### src/rtl/pb_debounce_pkg.sv
// Shared constants and helpers for the push-button debounce block.
// Imported by the channel and top modules.
package pb_debounce_pkg;

  localparam int DEBOUNCE_CYCLES_DEF = 1_000_000;
  localparam int SYNC_STAGES_DEF     = 2;

  function automatic int cnt_width(input int cycles);
    return $clog2(cycles + 1);
  endfunction

endpackage

### src/rtl/pb_debounce_ch.sv
// One button channel: synchroniser, stability counter, debounced level,
// press/release pulses and press-toggled latch.
module pb_debounce_ch
  import pb_debounce_pkg::*;
#(
  parameter int DEBOUNCE_CYCLES = DEBOUNCE_CYCLES_DEF,
  parameter int SYNC_STAGES     = SYNC_STAGES_DEF
) (
  input  logic clk,
  input  logic rst,
  input  logic din,
  output logic level,
  output logic press,
  output logic rel,
  output logic toggle
);

  localparam int CW = cnt_width(DEBOUNCE_CYCLES);
  localparam logic [CW-1:0] CNT_LAST = CW'(DEBOUNCE_CYCLES - 1);

  logic [SYNC_STAGES-1:0] sync;
  logic [CW-1:0]          cnt;
  logic                   s;
  logic                   diff;
  logic                   done;

  assign s    = sync[SYNC_STAGES-1];
  assign diff = s ^ level;
  assign done = diff && (cnt == CNT_LAST);

  always_ff @(posedge clk) begin
    if (rst) begin
      sync   <= '0;
      cnt    <= '0;
      level  <= 1'b0;
      press  <= 1'b0;
      rel    <= 1'b0;
      toggle <= 1'b0;
    end else begin
      sync <= {sync[SYNC_STAGES-2:0], din};
      // any sample matching the level (a bounce) restarts the count
      if (!diff || done) begin
        cnt <= '0;
      end else begin
        cnt <= cnt + CW'(1);
      end
      if (done) begin
        level <= s;
      end
      press <= done & s;
      rel   <= done & ~s;
      if (done && s) begin
        toggle <= ~toggle;
      end
    end
  end

endmodule

### src/rtl/pb_debounce.sv
// Push-button conditioning: polarity fix-up then N independent
// debounce channels with level, pulse and toggle outputs.
module pb_debounce
  import pb_debounce_pkg::*;
#(
  parameter int N_BTN           = 4,
  parameter int DEBOUNCE_CYCLES = DEBOUNCE_CYCLES_DEF,
  parameter int SYNC_STAGES     = SYNC_STAGES_DEF,
  parameter bit BTN_ACTIVE_LOW  = 1'b0
) (
  input  logic             clk,
  input  logic             rst,
  input  logic [N_BTN-1:0] btn_raw,
  output logic [N_BTN-1:0] btn_level,
  output logic [N_BTN-1:0] btn_press,
  output logic [N_BTN-1:0] btn_release,
  output logic [N_BTN-1:0] btn_toggle
);

  logic [N_BTN-1:0] btn_in;

  // internally "pressed" is always 1
  assign btn_in = btn_raw ^ {N_BTN{BTN_ACTIVE_LOW}};

  for (genvar i = 0; i < N_BTN; i++) begin : g_ch
    pb_debounce_ch #(
      .DEBOUNCE_CYCLES(DEBOUNCE_CYCLES),
      .SYNC_STAGES    (SYNC_STAGES)
    ) u_ch (
      .clk   (clk),
      .rst   (rst),
      .din   (btn_in[i]),
      .level (btn_level[i]),
      .press (btn_press[i]),
      .rel   (btn_release[i]),
      .toggle(btn_toggle[i])
    );
  end

endmodule

### config.mk
export PLATFORM = sky130hd
export DESIGN_NAME = pb_debounce
export DESIGN_NICKNAME = d
export VERILOG_FILES = /design/src/rtl/pb_debounce_pkg.sv /design/src/rtl/pb_debounce_ch.sv /design/src/rtl/pb_debounce.sv
export SDC_FILE = /design/constraint.sdc
export NUM_CORES = 1
export LEC_CHECK = 0
export CORE_ASPECT_RATIO = 1.75
export CORE_MARGIN = 4
export CORE_UTILIZATION = 30
export CTS_CLUSTER_SIZE = 16
export DETAILED_ROUTE_END_ITERATION = 12
export GPL_ROUTABILITY_DRIVEN = 0
export SYNTH_ARGS = -nofsm -noshare
export SYNTH_HDL_FRONTEND = slang
export SYNTH_SLANG_ARGS = --single-unit
### constraint.sdc
create_clock -name clk -period 2 [get_ports clk]
set_input_delay 0.4 -clock clk [delete_from_list [all_inputs] [get_ports clk]]
set_output_delay 0.4 -clock clk [all_outputs]
set_load 0.02 [all_outputs]
-- After elaboration in Yosys (flattened, before gate mapping)
Cells that the tools add are included.
- word-level logic and storage cells: 72
- input bits: 6
- register bits after elaboration: 104
- output and inout bits: 16
- bitwise operators: 20
- eq/ne operators: 4
- $add $sub $neg: 4
- reduce and logical (&&, ||, !) cells: 20
- operator list (cell ; count):
    adder 20 x 1 -> 20 bit (second input constant) ; 4
    equality test 20 bit (second input constant) ; 4
    bitwise AND 1 bit ; 8
    logical AND 1 bit ; 8
    inverter 1 bit ; 8
    OR reduction 2 bit ; 4
    logical NOT 1 bit ; 4
    logical OR 1 bit ; 4
    XOR 1 bit ; 4

-- Longest topological paths before layout
Gate-level depths: netlist of run 1.
- word-level depth: 4
- mapped depth: 7
- mapped depth without buffers: 5

-- Hierarchy
A second synthesis of run 1 with hierarchy kept.
- cell total of the unflattened synthesis: 492
- area total of the unflattened synthesis: 4594.4 um^2
- modules (own cells, without submodules) (module ; instances ; cells an instance ; sequential area each (um^2) ; area each (um^2)):
    pb_debounce_ch ; 4 ; 123 ; 520.5 ; 1148.6

-- Least setup slack after synthesis of run 1
No wires, ideal clock.
- kind: register to register
- start: register g_ch[1].u_ch.cnt[0]
- end: register g_ch[1].u_ch.cnt[10]
- slack: -0.067 ns
- required time: 1.883 ns
- cell stages (with the launch flop): 8
- arrival: 1.950 ns
- setup time: 0.117 ns
- cells stage by stage: dfxtp_1 ha_1 nand3_1 or2_2 clkbuf_1 o21ai_1 buf_2 nor2_1
- cells in the longest elaborated chain, start to end: 4
- elaborated cells between the ends (all ways): 5
- classes of those cells: add/sub (1); eq/ne (1); reduce/logical (3)
- ends and longest elaborated chain (element ; RTL line ; text):
    start, declared ; pb_debounce_ch.sv:22 ; logic [CW-1:0] cnt;
    start signal, assigned ; pb_debounce_ch.sv:45 ; cnt <= cnt + CW'(1);
    branches (longest 4 deep; another with adder 20 x 1 -> 20 bit) ; n/a ;
Parallel ways; which one is timed is not known.
A chain may end at the register's enable or synchronous reset.

-- Worst setup path after layout of run 1
- start: register g_ch[0].u_ch.cnt[6]
- end: register g_ch[0].u_ch.toggle
- cells in the longest elaborated chain, start to end: 3
- ends and longest elaborated chain (element ; RTL line ; text):
    start, declared ; pb_debounce_ch.sv:22 ;
    start signal, assigned ; pb_debounce_ch.sv:45 ;
    equality test 20 bit ; pb_debounce_ch.sv:29 ; assign done = diff && (cnt == CNT_LAST);
    logical AND 1 bit ; pb_debounce_ch.sv:29 ;
    logical AND 1 bit ; pb_debounce_ch.sv:52 ; if (done && s) begin
    end signal, assigned ; pb_debounce_ch.sv:53 ; toggle <= ~toggle;
    end, declared ; pb_debounce_ch.sv:15 ; output logic toggle
Every way passes these cells.

==> results.yml, run 1 <==
sta:
  skew_ns: 0.00599
  finalCriticalPeriod_ns: 2.03
  worstMarginPinSlew_ns: 0.451
  setup_viol: 1
  max_freq_mhz: 492
  max-slew-margin-rel: 0.695
  slew_violations: 0
  setup_tns_ns: -0.0339
  fin_ws_ns: -0.0339
  fin_crit_sh: 1.02
  hold_viol: 0
  rsz0062_at_grt: "yes"
clocking:
  cts_tree: "yes"
  cts_max_level: 3
  clk_path_buf_depth: 2
  cts_buffers: 9
  clock-sinks: 104
  ctsHoldBuffers: 0
  clkTransAtPathRegs_ns: 0.07
  cts_root_buffer: "clkbuf_16"
  clk_latency_ns: 0.35
synth:
  seq_area_frac_synth: 0.457
  yosysWarningCount: 0
  synthArstFlopShare: 0
  synth.distinct_cells: 38
  ys_ff_latch: 104
  synth_top_area_share: 0.457
  synthesis.area_sq_um: 4560
  synthTopCellsByArea: "dfxtp_1 46%, xnor2_1 4.6%, nor2_1 4.4%, a21oi_1 4.3%, xor2_1 4.0%"
  syn_area_per_cell_sq_um: 8.82
  netlist_top_cells_count: "104 x dfxtp_1, 53 x nor2_1, 39 x a21oi_1"
  syn-num-nets: 527
  synth_enable_flop_cells: 0
  synth_top_area_cell: "dfxtp_1"
  yosysMostFrequentCell: "dfxtp_1"
  synthCells: 517
  synthFlopType: "dfxtp_1"
status:
  status: "complete, but fails checks"
  violations: "negative setup slack"
critical_path:
  cp_cell_sequence: "or4b_4, or4_4, or4_4, a21oi_2"
  cp-start-kind: "flop"
  endpoint_kind: "flop"
  path_class: "flop to flop"
  cp_max_fo: 4
  cp_common_cell: "or4_4"
  path_buf_inv: 0
  worst-r2r-setup-slack_ns: -0.03
  r2r-end: "g_ch[0].u_ch.toggle$_SDFFE_PP0P_"
  r2r_start: "g_ch[0].u_ch.cnt[6]$_SDFF_PP0_"
  cp.arrival_ns: 2.32
  cpPeakStageDelay_ns: 0.57
  cp_data_required_time_ns: 2.29
  r2r.worst_path.cells: 4
  critPathSlowestCell: "or4_4"
  crit_family: "simple AND/OR/NAND/NOR gates"
  cp.depth: 4
place:
  pre_cts_slack_ns: -0.0274
  port-buffer-count: 21
  dpl.hpwl_um: 7330
global_route:
  grt_util_met3: 0.0265
  grt_pass1_vias: 3789
  grt_pass1_wl_um: 16900
  grt_max_degree: 29
  grtUsageMet2: 0.223
  grt_usage: 0.120
  use_met1: 0.123
  antenna_found_initial: 0
  busiest_layer: "met2"
  overflow: 0
finish:
  num_antenna_cells: 0
  final_layout_size_suffix_gt1_frac: 0.132
  nets: 567
  layout-area-overhead-vs-synth_pct: 20.5
drt:
  ant_nets: 0
  via_per_inst: 5.08
  drt-initial-drc-count: 123
  drt_wl_total_um: 9910
  drc: 0
  avgRoutedWirePerCell_um: 13.3
  num_vias: 3788
  drt_pass1_iterations: 4
die:
  placementRows: 59
  floorplan.die_area_sq_um: 17300
  coreArea_sq_um: 14900
  pin_count: 22
  die_w_um: 101
  die_h_um: 171
  floorplan.initialDensity: 0.306
pwr:
  vdd_drop_max_uv: 385
  p_leak_nw: 1.68
  p_per_area_nw_per_um2: 738
hold_path:
  whs_path_depth: 1
  hold_class: "flop to flop"
  hp-start: "g_ch[1].u_ch.sync[0]$_SDFF_PP0_"
  worstHoldEndpoint: "g_ch[1].u_ch.sync[1]$_SDFF_PP0_"
job:
  drv_cap: 0
-- metrics by stage --
stage	cells	total power (W)	cell area [sq um]	hold WS, ns	util
6_report	745	0.00405	5500	0.437	0.369
5_1_grt	745	0.00418	5500	0.460	0.369
4_1_cts	745	0.00410	5470	0.442	0.367
3_5_place_dp	729	0.00219	5140	0.425	0.345
3_3_place_gp	729	0.00219	5140	0.417	0.345
2_1_floorplan	517	0.00216	4570	0.414	-
-- sequential cells by signal, summed over array words and instances (netlist names) --
signal,cells
g_ch.u_ch.cnt,80
g_ch.u_ch.sync,8
g_ch.u_ch.level,4
g_ch.u_ch.press,4
g_ch.u_ch.rel,4
g_ch.u_ch.toggle,4
-- placed cells by master (no fill, tap or decap), types with 4 or more instances in the layout --
cell type / Yosys / layout
nand4_1: 18 / 18
ha_1: 4 / 4
buf_4: 16 / 37
nor2_1: 53 / 53
nand3_1: 25 / 24
xor2_1: 21 / 21
or3_1: 19 / 19
nor3_1: 16 / 16
xnor2_1: 24 / 24
a21oi_1: 39 / 37
and4_1: 11 / 11
or2_2: 4 / 4
nand2b_1: 9 / 9
nor4b_1: 5 / 5
clkbuf_16: 0 / 9
or4_1: 18 / 15
dfxtp_1: 104 / 102
o21ai_0: 19 / 19
nor4_1: 6 / 6
nand2_1: 31 / 31
inv_1: 9 / 9
nor2b_1: 8 / 8
and3_1: 8 / 8
or4_4: 1 / 4
clkdlybuf4s50_1: 0 / 21
o31ai_1: 16 / 16
-- where the power goes --
part	switching, W	leakage [nW]	internal [W]
Clock	0.000801	0.155	0.00111
Sequential	0.00000568	0.840	0.00208
Combinational	0.0000333	0.687	0.0000281
Total	0.000840	1.68	0.00321
-- area by class of cell --
| cell class | instances | area [sq um] |
|---|---|---|
| Fill cell | 1526 | 9420 |
| Multi-Input combinational cell | 372 | 2290 |
| Sequential cell | 104 | 2080 |
| Timing Repair Buffer | 61 | 539 |
| Clock buffer | 10 | 229 |
| Tap cell | 183 | 229 |
| Clock inverter | 6 | 92.6 |
| Inverter | 9 | 33.8 |
-- worst max-delay path by stage --
stage | start | to | slack [ns]
2_1_floorplan | g_ch[2].u_ch.cnt[0]$_SDFF_PP0_ | g_ch[2].u_ch.cnt[10]$_SDFF_PP0_ | 0.002
3_3_place_gp | g_ch[0].u_ch.cnt[13]$_SDFF_PP0_ | g_ch[0].u_ch.toggle$_SDFFE_PP0P_ | -0.03
3_5_place_dp | g_ch[0].u_ch.cnt[13]$_SDFF_PP0_ | g_ch[0].u_ch.toggle$_SDFFE_PP0P_ | -0.03
4_1_cts | g_ch[0].u_ch.cnt[6]$_SDFF_PP0_ | g_ch[0].u_ch.toggle$_SDFFE_PP0P_ | -0.03
5_1_grt | g_ch[0].u_ch.cnt[6]$_SDFF_PP0_ | g_ch[0].u_ch.toggle$_SDFFE_PP0P_ | -0.08
6_report | g_ch[0].u_ch.cnt[6]$_SDFF_PP0_ | g_ch[0].u_ch.toggle$_SDFFE_PP0P_ | -0.03
-- cell families after synthesis --
family | Yosys count | synth area share
simple gates | 245 | 0.300
flops | 104 | 0.457
compound gates | 78 | 0.0961
xor+xnor | 45 | 0.0864
buf+inv | 41 | 0.0494
fa+ha+maj | 4 | 0.0110
-- routing by layer --
metal  wire (um)  vias to the layer above
met5           0                        -
met4         214                        0
met3         336                       14
met2        5370                       55
met1        3990                     1810
li1            -                     1909
-- what timing repair did --
item / 4_1_cts / 5_1_grt
resized for setup: 1 / 8
buffers inserted: 0 / 0
endpoints found under the setup margin: 2 / 17
pin swaps: 2 / 0
endpoints found under the hold margin: 0 / 0
Note: power is estimated with default switching activity, not from simulation.
==> run 2, diff against run 1 <==
--- a/config.mk
+++ b/config.mk
@@ -5,12 +5,12 @@
 export SDC_FILE = /design/constraint.sdc
 export NUM_CORES = 1
 export LEC_CHECK = 0
+export ABC_AREA = 0
 export CORE_ASPECT_RATIO = 1.75
 export CORE_MARGIN = 4
 export CORE_UTILIZATION = 30
 export CTS_CLUSTER_SIZE = 16
 export DETAILED_ROUTE_END_ITERATION = 12
-export GPL_ROUTABILITY_DRIVEN = 0
 export SYNTH_ARGS = -nofsm -noshare
 export SYNTH_HDL_FRONTEND = slang
 export SYNTH_SLANG_ARGS = --single-unit
==> constraint.sdc (replaced) <==
create_clock -name clk -period 2.55 [get_ports clk]
set_input_delay 0.51 -clock clk [delete_from_list [all_inputs] [get_ports clk]]
set_output_delay 0.51 -clock clk [all_outputs]
set_load 0.02 [all_outputs]
==> run 2 against run 1 <==
The run now ends clean. Die area did not move. Sequential share of layout area up 2.6 points. Combinational power decreased by 33%. Clock skew is 0.0023 ns lower. Count of clock-buffer cells in the layout increased by 4. Worst hold slack better by 0.011 ns. Non-clock buffer count fell by 33. Sequential power fell by 21%. Maximum frequency fell by 4.8%.
==> results.yml, run 2 (synthesized netlist as in run 1, its figures left out) <==
finish:
  regMostFlops: "g_ch.u_ch.cnt"
  fin_cells: 712
  final_layout_size_suffix_gt1_frac: 0.0548
  final_common_cell: "dfxtp_1"
  most-common-layout-cells: "104 x dfxtp_1, 53 x nor2_1, 39 x a21oi_1, 31 x nand2_1, 25 x nand3_1"
  num_antenna_cells: 0
  layout-area-overhead-vs-synth_pct: 12.8
  nets: 534
  num-fill-cells: 1581
  fin_area_sq_um: 5140
  multiInputGateArea_sq_um: 2250
  regArea_sq_um: 2080
  reg.largest.list: "g_ch.u_ch.cnt: 80 flops, g_ch.u_ch.sync: 8 flops"
  largest_register_ffs: 80
global_route:
  antenna_found_initial: 0
  overflow: 0
  grt_pass1_wl_um: 15600
  grt_usage: 0.109
  grt_max_degree: 24
  grt_pass1_vias: 3642
pwr:
  p_per_area_nw_per_um2: 574
  switching_power_w: 0.000608
  sequentialPowerShare: 0.555
  vdd_drop_max_uv: 337
  p_leak_nw: 1.46
  power_w: 0.00295
  pwr-share-comb: 0.014
  internal_power_w: 0.00234
  swShare: 0.206
  power.share.clock: 0.431
die:
  pin_count: 22
  placementRows: 59
  coreArea_sq_um: 14900
  floorplan.initialDensity: 0.306
  die_h_um: 171
  floorplan.die_area_sq_um: 17300
  die_w_um: 101
critical_path:
  crit_end: "g_ch[2].u_ch.toggle$_SDFFE_PP0P_"
  cp-start-kind: "flop"
  endpoint_kind: "flop"
  cp.arrival_ns: 2.41
  crit_start: "g_ch[2].u_ch.cnt[0]$_SDFF_PP0_"
  cp_max_fo: 6
  cp_data_required_time_ns: 2.83
  worst-r2r-setup-slack_ns: 0.41
  r2r.worst_path.cells: 5
  path_class: "flop to flop"
  r2r_start: "g_ch[2].u_ch.cnt[0]$_SDFF_PP0_"
  r2r-end: "g_ch[2].u_ch.toggle$_SDFFE_PP0P_"
clocking:
  clk_path_buf_depth: 2
  cts_tree: "yes"
  post_cts_buffers: 0
  cts_root_buffer: "clkbuf_16"
  cts_repair_resize_count: 0
  cts_max_level: 3
  clkTransAtPathRegs_ns: 0.07
  cts_buffers: 9
  ctsHoldBuffers: 0
  clock-sinks: 104
  clk_latency_ns: 0.34
sta:
  setup_tns_ns: 0
  max-slew-margin-rel: 0.725
  rsz0062_at_grt: "no"
  max_freq_mhz: 468
  slew_violations: 0
  fin_crit_sh: 0.838
  worstMarginPinSlew_ns: 0.407
  skew_ns: 0.00373
  finalCriticalPeriod_ns: 2.14
  setup_viol: 0
  hold_viol: 0
  fin_ws_ns: 0.413
place:
  gp_congestion: 0.852
  dpl.hpwl_um: 6370
  port-buffer-count: 21
  dp_cells: 696
  pre_cts_slack_ns: 0.436
  dpl_cell_area_sq_um: 4870
drt:
  avgRoutedWirePerCell_um: 12.4
  drt_wl_total_um: 8860
  ant_nets: 0
  via_per_inst: 5.13
  drt_pass1_iterations: 4
  drt-initial-drc-count: 111
  drc: 0
  num_vias: 3652
status:
  status: "complete, no violations"
hold_path:
  hold_class: "flop to flop"
job:
  drv_cap: 0
## run 2: cell types whose count changed in the layout (fill, tap and decap cells not counted), moves of 2 or more
cell,before,now
buf_4,37,6
clkbuf_1,1,4
or4_1,15,18
or4_4,4,1
a21oi_1,37,39
a21oi_2,2,0
bufinv_16,2,0
dfxtp_1,102,104
dfxtp_2,2,0
## run 2: stage by stage
| stage | hold WS [ns] | utilization |
|---|---|---|
| after global routing | 0.472 | 0.345 |
| after floorplan | 0.414 | - |
| final | 0.448 | 0.345 |
| after CTS | 0.445 | 0.345 |
| after global placement | 0.421 | 0.327 |
| after detailed placement | 0.430 | 0.327 |
## run 2: metal layers
| metal | routed length (um) | global-route usage | vias up |
|---|---|---|---|
| met1 | 3760 | 0.121 | 1735 |
| met4 | 180 | 0.0446 | 0 |
| met2 | 4570 | 0.194 | 54 |
| met3 | 347 | 0.0261 | 16 |
| met5 | 0 | 0 | - |
| li1 | - | - | 1847 |
## run 2: final cells by class
| type | count | area share |
|---|---|---|
| Multi-Input combinational cell | 372 | 0.438 |
| Timing Repair Buffer | 28 | 0.0535 |
| Inverter | 9 | 0.00657 |
| Clock buffer | 14 | 0.0494 |
| Tap cell | 183 | 0.0445 |
| Clock inverter | 2 | 0.00292 |
| Sequential cell | 104 | 0.405 |
## run 2: worst min path at each step
stage	from	endpoint	slack, ns	depth (start not counted)
after global placement	g_ch[0].u_ch.sync[0]$_SDFF_PP0_	g_ch[0].u_ch.sync[1]$_SDFF_PP0_	0.42	1
after CTS	g_ch[0].u_ch.sync[0]$_SDFF_PP0_	g_ch[0].u_ch.sync[1]$_SDFF_PP0_	0.45	1
after global routing	g_ch[0].u_ch.sync[0]$_SDFF_PP0_	g_ch[0].u_ch.sync[1]$_SDFF_PP0_	0.47	1
after floorplan	g_ch[0].u_ch.sync[0]$_SDFF_PP0_	g_ch[0].u_ch.sync[1]$_SDFF_PP0_	0.41	1
after detailed placement	g_ch[0].u_ch.sync[0]$_SDFF_PP0_	g_ch[0].u_ch.sync[1]$_SDFF_PP0_	0.43	1
final	g_ch[0].u_ch.sync[0]$_SDFF_PP0_	g_ch[0].u_ch.sync[1]$_SDFF_PP0_	0.45	1
## run 2: power by group through the flow
stage	clock network [W]	logic [W]	registers [W]
floorplan	0	0.0000238	0.00167
global placement	0	0.0000421	0.00167
detailed placement	0	0.0000425	0.00167
CTS	0.00132	0.0000426	0.00164
global route	0.00136	0.0000470	0.00164
finish	0.00127	0.0000414	0.00164
## run 2: worst max-delay path, cell delays in order, from the launching register on
cell and delay (ns):
dfxtp_1 0.37, ha_1 0.22, nand3_1 0.17, or4_1 0.67, or4_1 0.50, a21oi_1 0.14
